### src/rtl/mem_arbiter.sv
`default_nettype none
// ============================================================================
// Module      : mem_arbiter
// Description : Round-robin arbiter that shares one single-port synchronous
//               RAM between two masters. Master 0 is the CPU side (fetch,
//               LDR, STR); master 1 is the I/O / loader port. One access is
//               in flight at a time; the winner gets a one-cycle ready pulse
//               and, on reads, registered read data.
// Revision    : 1.0 - initial release
// ----------------------------------------------------------------------------
// Parameters
//   AW          RAM address width
//   DW          RAM data width
// Ports
//   clk         rising-edge clock
//   reset       synchronous, active-high reset
//   m0_cmd      master0 command: 00 none, 01 read, 11 write, 10 = none
//   m0_addr     master0 address
//   m0_wdata    master0 write data
//   m0_ready    master0 access complete (1-cycle pulse)
//   m0_rdata    master0 read data, valid when m0_ready on a read
//   m1_*        same as m0_* for master1
//   ram_addr    RAM address (registered)
//   ram_din     RAM write data (registered)
//   ram_write   RAM write enable (registered)
//   ram_dout    RAM read data, valid one cycle after ram_addr
//   gnt         index of the current / most recently granted master
//   busy        high whenever the FSM is not idle
// ============================================================================
module mem_arbiter #(
    parameter int AW = 9,
    parameter int DW = 16
) (
    input  logic          clk,
    input  logic          reset,

    input  logic [1:0]    m0_cmd,
    input  logic [AW-1:0] m0_addr,
    input  logic [DW-1:0] m0_wdata,
    output logic          m0_ready,
    output logic [DW-1:0] m0_rdata,

    input  logic [1:0]    m1_cmd,
    input  logic [AW-1:0] m1_addr,
    input  logic [DW-1:0] m1_wdata,
    output logic          m1_ready,
    output logic [DW-1:0] m1_rdata,

    output logic [AW-1:0] ram_addr,
    output logic [DW-1:0] ram_din,
    output logic          ram_write,
    input  logic [DW-1:0] ram_dout,

    output logic          gnt,
    output logic          busy
);

    // ------------------------------------------------------------------
    // Command encodings
    // ------------------------------------------------------------------
    localparam logic [1:0] c_mread  = 2'b01;
    localparam logic [1:0] c_mwrite = 2'b11;

    // ------------------------------------------------------------------
    // FSM state encoding
    // ------------------------------------------------------------------
    typedef enum logic [1:0] {
        S_IDLE   = 2'd0,
        S_ACCESS = 2'd1,
        S_RDWAIT = 2'd2,
        S_RDATA  = 2'd3
    } state_t;

    state_t r_state;
    state_t w_state_nxt;

    // ------------------------------------------------------------------
    // Registers
    // ------------------------------------------------------------------
    logic [AW-1:0] r_ram_addr;
    logic [DW-1:0] r_ram_din;
    logic          r_ram_write;
    // r_gnt doubles as the round-robin "last" pointer: both only change on
    // an IDLE->ACCESS transition, so one flop carries both meanings.
    logic          r_gnt;

    // ------------------------------------------------------------------
    // Combinational signals
    // ------------------------------------------------------------------
    logic [1:0][1:0]    w_cmd;
    logic [1:0][AW-1:0] w_addr;
    logic [1:0][DW-1:0] w_wdata;
    logic [1:0]         w_req;
    logic [1:0]         w_ready;
    logic               w_winner;
    logic [1:0]         w_sel_cmd;
    logic               w_grant;
    logic               w_capture;
    logic               w_done;

    assign w_cmd   = {m1_cmd,   m0_cmd};
    assign w_addr  = {m1_addr,  m0_addr};
    assign w_wdata = {m1_wdata, m0_wdata};

    // ------------------------------------------------------------------
    // Per-master request decode, ready decode and read-data register
    // ------------------------------------------------------------------
    for (genvar k = 0; k < 2; k++) begin : g_master
        logic [DW-1:0] r_rdata;

        // 2'b10 is deliberately not a request.
        assign w_req[k] = (w_cmd[k] == c_mread) || (w_cmd[k] == c_mwrite);

        // Ready is pure decode of state and grant, so only the granted
        // master can ever see it and the two pulses cannot coincide.
        assign w_ready[k] = w_done && (r_gnt == 1'(k));

        // Read data is only replaced by a read this master won; reset wins
        // over a capture, which discards a read interrupted in RDWAIT.
        always_ff @(posedge clk) begin
            if (reset) begin
                r_rdata <= '0;
            end else if (w_capture && (r_gnt == 1'(k))) begin
                r_rdata <= ram_dout;
            end
        end
    end

    // ------------------------------------------------------------------
    // Round-robin winner selection
    // With both masters requesting, the one not served last wins; with a
    // single requester it simply wins. Result is only used in IDLE.
    // ------------------------------------------------------------------
    always_comb begin
        w_winner = 1'b0;
        if (w_req == 2'b11) begin
            w_winner = ~r_gnt;
        end else begin
            w_winner = w_req[1];
        end
    end

    assign w_sel_cmd = w_cmd[w_winner];

    // ------------------------------------------------------------------
    // FSM: state register
    // ------------------------------------------------------------------
    always_ff @(posedge clk) begin
        if (reset) begin
            r_state <= S_IDLE;
        end else begin
            r_state <= w_state_nxt;
        end
    end

    // ------------------------------------------------------------------
    // FSM: next state and control strobes
    // ------------------------------------------------------------------
    always_comb begin
        w_state_nxt = r_state;
        w_grant     = 1'b0;
        w_capture   = 1'b0;
        w_done      = 1'b0;
        unique case (r_state)
            S_IDLE: begin
                if (|w_req) begin
                    w_grant     = 1'b1;
                    w_state_nxt = S_ACCESS;
                end
            end
            S_ACCESS: begin
                // r_ram_write is high exactly in the ACCESS cycle of a write,
                // so it identifies the access type without a separate flag.
                if (r_ram_write) begin
                    w_done      = 1'b1;
                    w_state_nxt = S_IDLE;
                end else begin
                    w_state_nxt = S_RDWAIT;
                end
            end
            S_RDWAIT: begin
                w_capture   = 1'b1;
                w_state_nxt = S_RDATA;
            end
            S_RDATA: begin
                w_done      = 1'b1;
                w_state_nxt = S_IDLE;
            end
            default: begin
                w_state_nxt = S_IDLE;
            end
        endcase
    end

    // ------------------------------------------------------------------
    // RAM-side registers and grant pointer
    // Inputs are captured only on a grant, so anything a master does while
    // the FSM is busy has no effect until the next IDLE cycle.
    // ------------------------------------------------------------------
    always_ff @(posedge clk) begin
        if (reset) begin
            r_ram_addr  <= '0;
            r_ram_din   <= '0;
            r_ram_write <= 1'b0;
            r_gnt       <= 1'b1;
        end else begin
            // Write enable lives for the single ACCESS cycle following a
            // write grant and drops automatically afterwards.
            r_ram_write <= w_grant && (w_sel_cmd == c_mwrite);
            if (w_grant) begin
                r_ram_addr <= w_addr[w_winner];
                r_ram_din  <= w_wdata[w_winner];
                r_gnt      <= w_winner;
            end
        end
    end

    // ------------------------------------------------------------------
    // Outputs
    // ------------------------------------------------------------------
    assign ram_addr  = r_ram_addr;
    assign ram_din   = r_ram_din;
    assign ram_write = r_ram_write;
    assign gnt       = r_gnt;
    assign busy      = (r_state != S_IDLE);

    assign m0_ready  = w_ready[0];
    assign m1_ready  = w_ready[1];
    assign m0_rdata  = g_master[0].r_rdata;
    assign m1_rdata  = g_master[1].r_rdata;

endmodule
`default_nettype wire
### config.mk
export PLATFORM = sky130hd
export DESIGN_NAME = mem_arbiter
export DESIGN_NICKNAME = d
export VERILOG_FILES = /design/src/rtl/mem_arbiter.sv
export SDC_FILE = /design/constraint.sdc
export NUM_CORES = 1
export LEC_CHECK = 0
export CORE_MARGIN = 3
export CORE_UTILIZATION = 43
export CTS_BUF_LIST = sky130_fd_sc_hd__clkbuf_4 sky130_fd_sc_hd__clkbuf_8 sky130_fd_sc_hd__clkbuf_16
export DETAILED_ROUTE_END_ITERATION = 6
export PLACE_DENSITY = 0.86
export SLEW_MARGIN = 40
export SYNTH_ARGS = -nofsm -noshare
export SYNTH_HDL_FRONTEND = slang
export SYNTH_SLANG_ARGS = --single-unit
### constraint.sdc
create_clock -name clk -period 2.7 [get_ports clk]
set_input_delay 0.27 -clock clk [delete_from_list [all_inputs] [get_ports clk]]
set_output_delay 0.27 -clock clk [all_outputs]
set_load 0.01 [all_outputs]
After elaboration in Yosys (flattened, before gate mapping) --
Index checks and enable logic that the tools add are counted.
Cells by class: equal/unequal tests 10, div/mod/pow operators 0, add/subtract/negate cells 0, multipliers 0, multiplexer cells 15, reductions and logical operators 10, $lt $le $gt $ge 1, shift operators 0, bitwise gates (word level) 1
Operators with widths (count):
- $mux 16 | 2
- $mux 9 | 2
- $eq 2x2->1 const B | 6
- $mux 2 | 4
- $pmux 2 s4 | 1
- $eq 2x1->1 const B | 3
- $logic_and 1x1->1 | 5
- $mux 1 | 5
- $logic_not 2->1 | 1
- $logic_or 1x1->1 | 2
- $lt 1x2->1 const B | 1
- $ne 2x2->1 const B | 1
- $pmux 1 s2 | 1
- $reduce_bool 2->1 | 1
- $reduce_or 2->1 | 1
- $not 1->1 | 1
Storage, ports and cells: output and inout port bits 62, RAM bits 0, bits of input ports 72, memories kept 0, latch bits 0, memory bits (read-only) 0, register bits 61

Depth between registers and ports, before layout --
Gate-level depths: netlist of run 1.
word-level depth 8, mapped depth 6, mapped depth without buffers 3

Worst setup path before layout of run 1 --
Ideal clock, no wire load.
path type register to register, start point register r_gnt, in the netlist gnt, end point register g_master[0].r_rdata[5], in the netlist m0_rdata[5], stages on the path, launching flop included 7, period minus slack after synthesis 1.391 ns, setup slack 1.309 ns, buffers on the path 3, setup time 0.132 ns, arrival 1.259 ns, required time 2.568 ns, cell sequence dfxtp_1 > buf_2 > or3b_1 > clkbuf_1 > buf_2 > nand2_1 > a21oi_1
On the way: cells in the longest elaborated chain, start to end 2
Ends and longest elaborated chain:
- start: declaration | RTL line 85 | logic r_gnt;
- start signal: assignment | RTL line 213 | r_gnt <= w_winner;
- $not 1->1 | RTL line 123 | end else if (w_capture && (r_gnt == 1'(k))) begin
- $logic_and 1x1->1 | RTL line 123
- end signal: assignment | RTL line 124 | r_rdata <= ram_dout;
- end: declaration | RTL line 109 | logic [DW-1:0] r_rdata;
No other way between the ends. A chain may end at the register's enable or synchronous reset.

Final worst setup path of run 1 --
start point register r_state[0], end point output port busy
On the way: cells in the longest elaborated chain, start to end 1
Ends and longest elaborated chain:
- start: declaration | RTL line 74 | state_t r_state;
- start signal: assignment | RTL line 152 | r_state <= w_state_nxt;
- $reduce_bool 2->1 | RTL line 225 | assign busy = (r_state != S_IDLE);
- end: declaration | RTL line 55 | output logic busy
No other way between the ends.

==> impl_metrics.toml, run 1 <==
[run_status]
status = "finished, final reports clean"

[global_route]
antenna_found_initial = 0
grt_start_max_net_pins = 31
grt_overflow = 0
grt_pass1_vias = 2585
grt_first_pass_wirelength_um = 12170
grt_usage = 0.2143

[yosys]
seq_area_frac_synth = 0.4699
synth_nets = 382
yosysTopAreaCell = "dfxtp_1"
yosysWarnings = 0
synth-compound-area-share = 0.2581
syn_area_mm2 = 0.002599
yosys-top-cells-count = "114 x nand2_1, 61 x dfxtp_1, 58 x a21oi_1"
synth_area_per_cell_um2 = 8.383
synthMuxAreaShare = 0.007703
yosysMostFrequentCell = "nand2_1"
synth.ff_latch_count = 61
netlist-cell-type-count = 25
synth_adder_area_share = 0
synthTopCellsByArea = "dfxtp_1 47%, nand2_1 16%, a311oi_2 12%, a21oi_1 11%, buf_2 2.7%"
synth-edff-count = 0
synth_top_family_by_area = "compound AO/OA/AOI/OAI gates"
synth_xor_area_frac = 0
synth_cells = 310
synth-simple-area-share = 0.1984
synthArstFlopShare = 0
synth.top_cell.area_share = 0.4699
yosys_most_used_dff = "dfxtp_1"

[worst_hold_path]
holdCritPathClass = "input pin to register"

[cts]
numClockSinks = 61
cts_resized = 0
clk_latency_ns = 0.33
cts-root-buf = "clkbuf_8"
tritoncts = "built"
cts_setup_buffers = 0
htreeDepth = 3
numCtsBuffers = 9
clk_pin_slew_worst_paths_ns = 0.07
cts.path.max_buffers = 2
holdBufCountCts = 0

[final_layout]
design_area_mm2 = 0.004088
layout-drive-gt1-share = 0.1124
fill_cells = 454
nets = 503
syn_to_final_growth_pct = 57.29
num_antenna_cells = 0

[power]
max-vdd-ir-drop_mv = 0.2641
powerDensity_mw_per_mm2 = 565.2
p_leak_nw = 1.461

[timing]
setup_viol = 0
period_minus_slack_ns = 1.924
tns_ns = 0
fin_skew_ns = 0.007908
period_share = 0.7124
holdWs_ns = 0.4247
hold_viol = 0
grt_setup_unrepaired = "no"
fmax_mhz = 519.9
drv_slew = 0
max-slew-margin-rel = 0.5704
max_slew.worst_pin.slew_ns = 0.6424

[detailed_routing]
ant_nets = 0
drc_errors = 0
vias = 2638
wl_per_cell_um = 14.78
drt_iter0_markers = 108
vias_per_cell = 5.193
drt-total-wl_um = 7506
dr.pass1.iters = 4

[floorplanning]
die_w_um = 83.74
die_y_um = 83.74
ios = 134
num_rows = 27
core_region_area_mm2 = 0.005675
initial_core_util = 0.4579
die_area_mm2 = 0.007012

[setup_path]
cp.required_ns = 2.43
critical_path.endpoint_type = "output pin"
worstSetupStartpointType = "register"
path_max_fanout = 12
critPathArrivalTime_ns = 1.65
crit_type = "register to output pin"

[job]
maxCapViolCount = 0

[place]
gp_congestion = 0.8189
place_area_mm2 = 0.003906
place_hpwl_um = 5497
portBuffers = 133
[layout by cell type, fill, tap and decap left out, types with 2 or more instances in the layout]
master / netlist / final
clkinv_2: 0 / 3
nor2_1: 6 / 5
buf_4: 1 / 7
a311oi_1: 5 / 5
clkbuf_8: 0 / 11
nand2_1: 114 / 114
a21oi_1: 58 / 58
mux2i_1: 2 / 2
dfxtp_1: 61 / 61
a311oi_2: 20 / 20
clkdlybuf4s50_1: 0 / 132
inv_1: 2 / 2
[flip-flops by register name, indices dropped and copies added (netlist names), named ones only]
register,cells
ram_write,1
ram_din,16
r_state,1
gnt,1
m1_rdata,16
m0_rdata,16
ram_addr,9
[worst max-delay path: stages (launching register included)]
cell             delay (ns)
dfxtp_1                0.47
nor2_2                 0.08
buf_4                  0.18
inv_1                  0.06
clkdlybuf4s50_1        0.53
[metal layers]
metal  vias to the layer above  GRT usage  part of all wire  wire [um]
met5                         -          0                 0          0
met4                         0    0.06725             0.016        123
met3                        13    0.08490              0.11        800
met2                       117     0.3803              0.49       3683
met1                      1211     0.2328              0.39       2900
li1                       1297          -                 -          -
[path summary, 6_finish.rpt]
kind              cells after the start            to    startpoint  slack (ns)
setup / recovery                      4          busy    r_state[0]        0.78
hold / removal                        2      register         reset        0.42
setup reg to reg                      3   ram_din[15]           gnt        1.14
hold reg to reg                       2  m1_rdata[12]  m1_rdata[12]        0.45
[through the flow]
| stage | std cells | util | power (mW) | setup WS (ns) |
|---|---|---|---|---|
| finish | 508 | 0.7202 | 2.310 | 0.7765 |
| floorplan | 310 | - | 1.318 | 1.309 |
| CTS | 508 | 0.7202 | 2.329 | 0.7618 |
| detailed placement | 492 | 0.6883 | 1.601 | 0.6858 |
| global route | 508 | 0.7202 | 2.423 | 0.6765 |
| global placement | 492 | 0.6883 | 1.589 | 0.7233 |
[logic make-up (layout without fill, tap and decap cells)]
kind of cell           Yosys count  after routing
and+or+nand+nor                128            128
AOI/OAI and AO/OA               87             87
DFF                             61             61
buffers and inverters           32            158
muxes                            2              2
[area by class of cell]
type | instances | area (um2) | area share
Sequential cell | 61 | 1221 | 0.2987
Clock inverter | 4 | 22.52 | 0.005510
Tap cell | 72 | 90.09 | 0.02204
Clock buffer | 12 | 158.9 | 0.03887
Inverter | 2 | 7.507 | 0.001837
Timing Repair Buffer | 140 | 1379 | 0.3373
Multi-Input combinational cell | 217 | 1209 | 0.2957
[power by group]
| group | internal, mW | switching (mW) |
|---|---|---|
| Sequential | 0.971 | 0.0474 |
| Combinational | 0.305 | 0.256 |
| Clock | 0.388 | 0.342 |
| Total | 1.66 | 0.646 |
(Power assumes the default switching activity.)
==> inputs of run 2 (changes only) <==
- CORE_UTILIZATION: 43 -> 36
- PLACE_DENSITY: 0.86 -> 0.77
- clock period: 2.7 -> 1.56 ns (I/O delays scaled with it)
==> run 2 against run 1 <==
Critical path depth shrank 3. Final cell count grew 7.1%. Combinational power grew 85%. Worst hold slack lost 0.23 ns. Largest cell class unchanged. Largest power group unchanged.
==> impl_metrics.toml, run 2 (synthesized netlist as in run 1, its figures left out) <==
[job]
maxCapViolCount = 0

[timing]
period_share = 0.9014
max-slew-margin-rel = 0.7309
setup_ws_ns = 0.1538
drv_slew = 0
fmax_mhz = 711.2
fin_skew_ns = 0.008348
setup_viol = 0
holdWs_ns = 0.1948
hold_viol = 0
max_slew.worst_pin.slew_ns = 0.4037
tns_ns = 0
grt_setup_unrepaired = "no"
period_minus_slack_ns = 1.406

[worst_hold_path]
holdCritPathClass = "input pin to register"

[detailed_routing]
drt_iter0_markers = 69
vias_per_cell = 4.910
drt-total-wl_um = 7856
dr.pass1.iters = 4
vias = 2671
wl_per_cell_um = 14.44
ant_nets = 0
drc_errors = 0

[setup_path]
cp.required_ns = 1.40
slowest_stage = "clkdlybuf4s50_1"
crit_chain = "clkdlybuf4s50_1"
path_max_fanout = 3
critPathArrivalTime_ns = 1.25
path_delay_family = "buffers and inverters"
critical_path.endpoint_type = "output pin"
worstSetupStartpointType = "register"
max_stage_delay_ns = 0.57
crit_type = "register to output pin"
path_buf_inv = 1

[place]
portBuffers = 133
place_hpwl_um = 5821
gp_congestion = 0.7243
place_ws_ns = -0.06998
place_area_mm2 = 0.004069

[floorplanning]
initial_core_util = 0.3763
die_w_um = 90.97
die_area_mm2 = 0.008275
core_region_area_mm2 = 0.006907
die_y_um = 90.97
ios = 134
num_rows = 30

[global_route]
grt_first_pass_wirelength_um = 12800
grt_start_max_net_pins = 35
grt_pass1_vias = 2755
grt_overflow = 0
antenna_found_initial = 0
grt_usage = 0.1896

[final_layout]
fill_cells = 612
num_antenna_cells = 0
syn_to_final_growth_pct = 66.01
design_area_mm2 = 0.004314
nets = 515
final_cell_mix = "128 x clkdlybuf4s50_1, 114 x nand2_1, 59 x dfxtp_1"
final_common_cell = "clkdlybuf4s50_1"
layout-drive-gt1-share = 0.1429

[cts]
clk_latency_ns = 0.34
cts.path.max_buffers = 2
cts-root-buf = "clkbuf_8"
tritoncts = "built"
htreeDepth = 3
numClockSinks = 61
clk_pin_slew_worst_paths_ns = 0.07
numCtsBuffers = 9

[power]
p_leak_nw = 1.579
finalPower_mw = 4.351
max-vdd-ir-drop_mv = 0.4900
powerDensity_mw_per_mm2 = 1008

[run_status]
status = "finished, final reports clean"
==> run 2: cell types whose count changed in the layout (fill, tap and decap cells not counted), moves of 2 or more <==
cell             change
dfxtp_1              -2
clkinv_4             +2
dlygate4sd2_1        +2
dlymetal6s2s_1       +2
clkbuf_8             -2
bufinv_16            +2
buf_12               +4
clkdlybuf4s50_1      -4
buf_4                +8
clkinv_2             -2
==> run 2: metal layers <==
metal	track usage	wire, um
met2	0.3231	3690
met5	0	0
met3	0.07374	745
met4	0.06533	103
met1	0.2157	3316
==> run 2: final timing paths <==
check | startpoint | to | slack (ns) | cells after the start
max reg2reg | register | ram_din[5] | 0.17 | 4
min | reset | m0_rdata[10] | 0.19 | 2
min reg2reg | m0_rdata[14] | m0_rdata[14] | 0.45 | 2
max | ram_write | ram_write | 0.15 | 1
==> run 2: layout make-up <==
cell class                      instances  area, um2  area share
Clock buffer                            9      123.9     0.02871
Clock inverter                          7      98.84     0.02291
Inverter                                2      7.507    0.001740
Multi-Input combinational cell        217       1216      0.2819
Sequential cell                        61       1226      0.2842
Tap cell                               96      120.1     0.02784
Timing Repair Buffer                  152       1521      0.3527
==> run 2: power breakdown <==
part | switching (mW) | internal [mW] | leakage, nW
Combinational | 0.466 | 0.577 | 0.969
Sequential | 0.0777 | 1.68 | 0.500
Clock | 0.643 | 0.906 | 0.110
==> run 2: metrics by stage <==
stage                 util  instances
floorplan                -        310
global placement    0.5891        527
detailed placement  0.5891        527
CTS                 0.6236        544
global route        0.6246        544
finish              0.6246        544
==> run 2: timing repair <==
action	4_1_cts	5_1_grt
pin swaps	1	0
setup endpoints to repair	3	19
buffers inserted	1	0
hold buffers	0	0
resized for setup	6	5
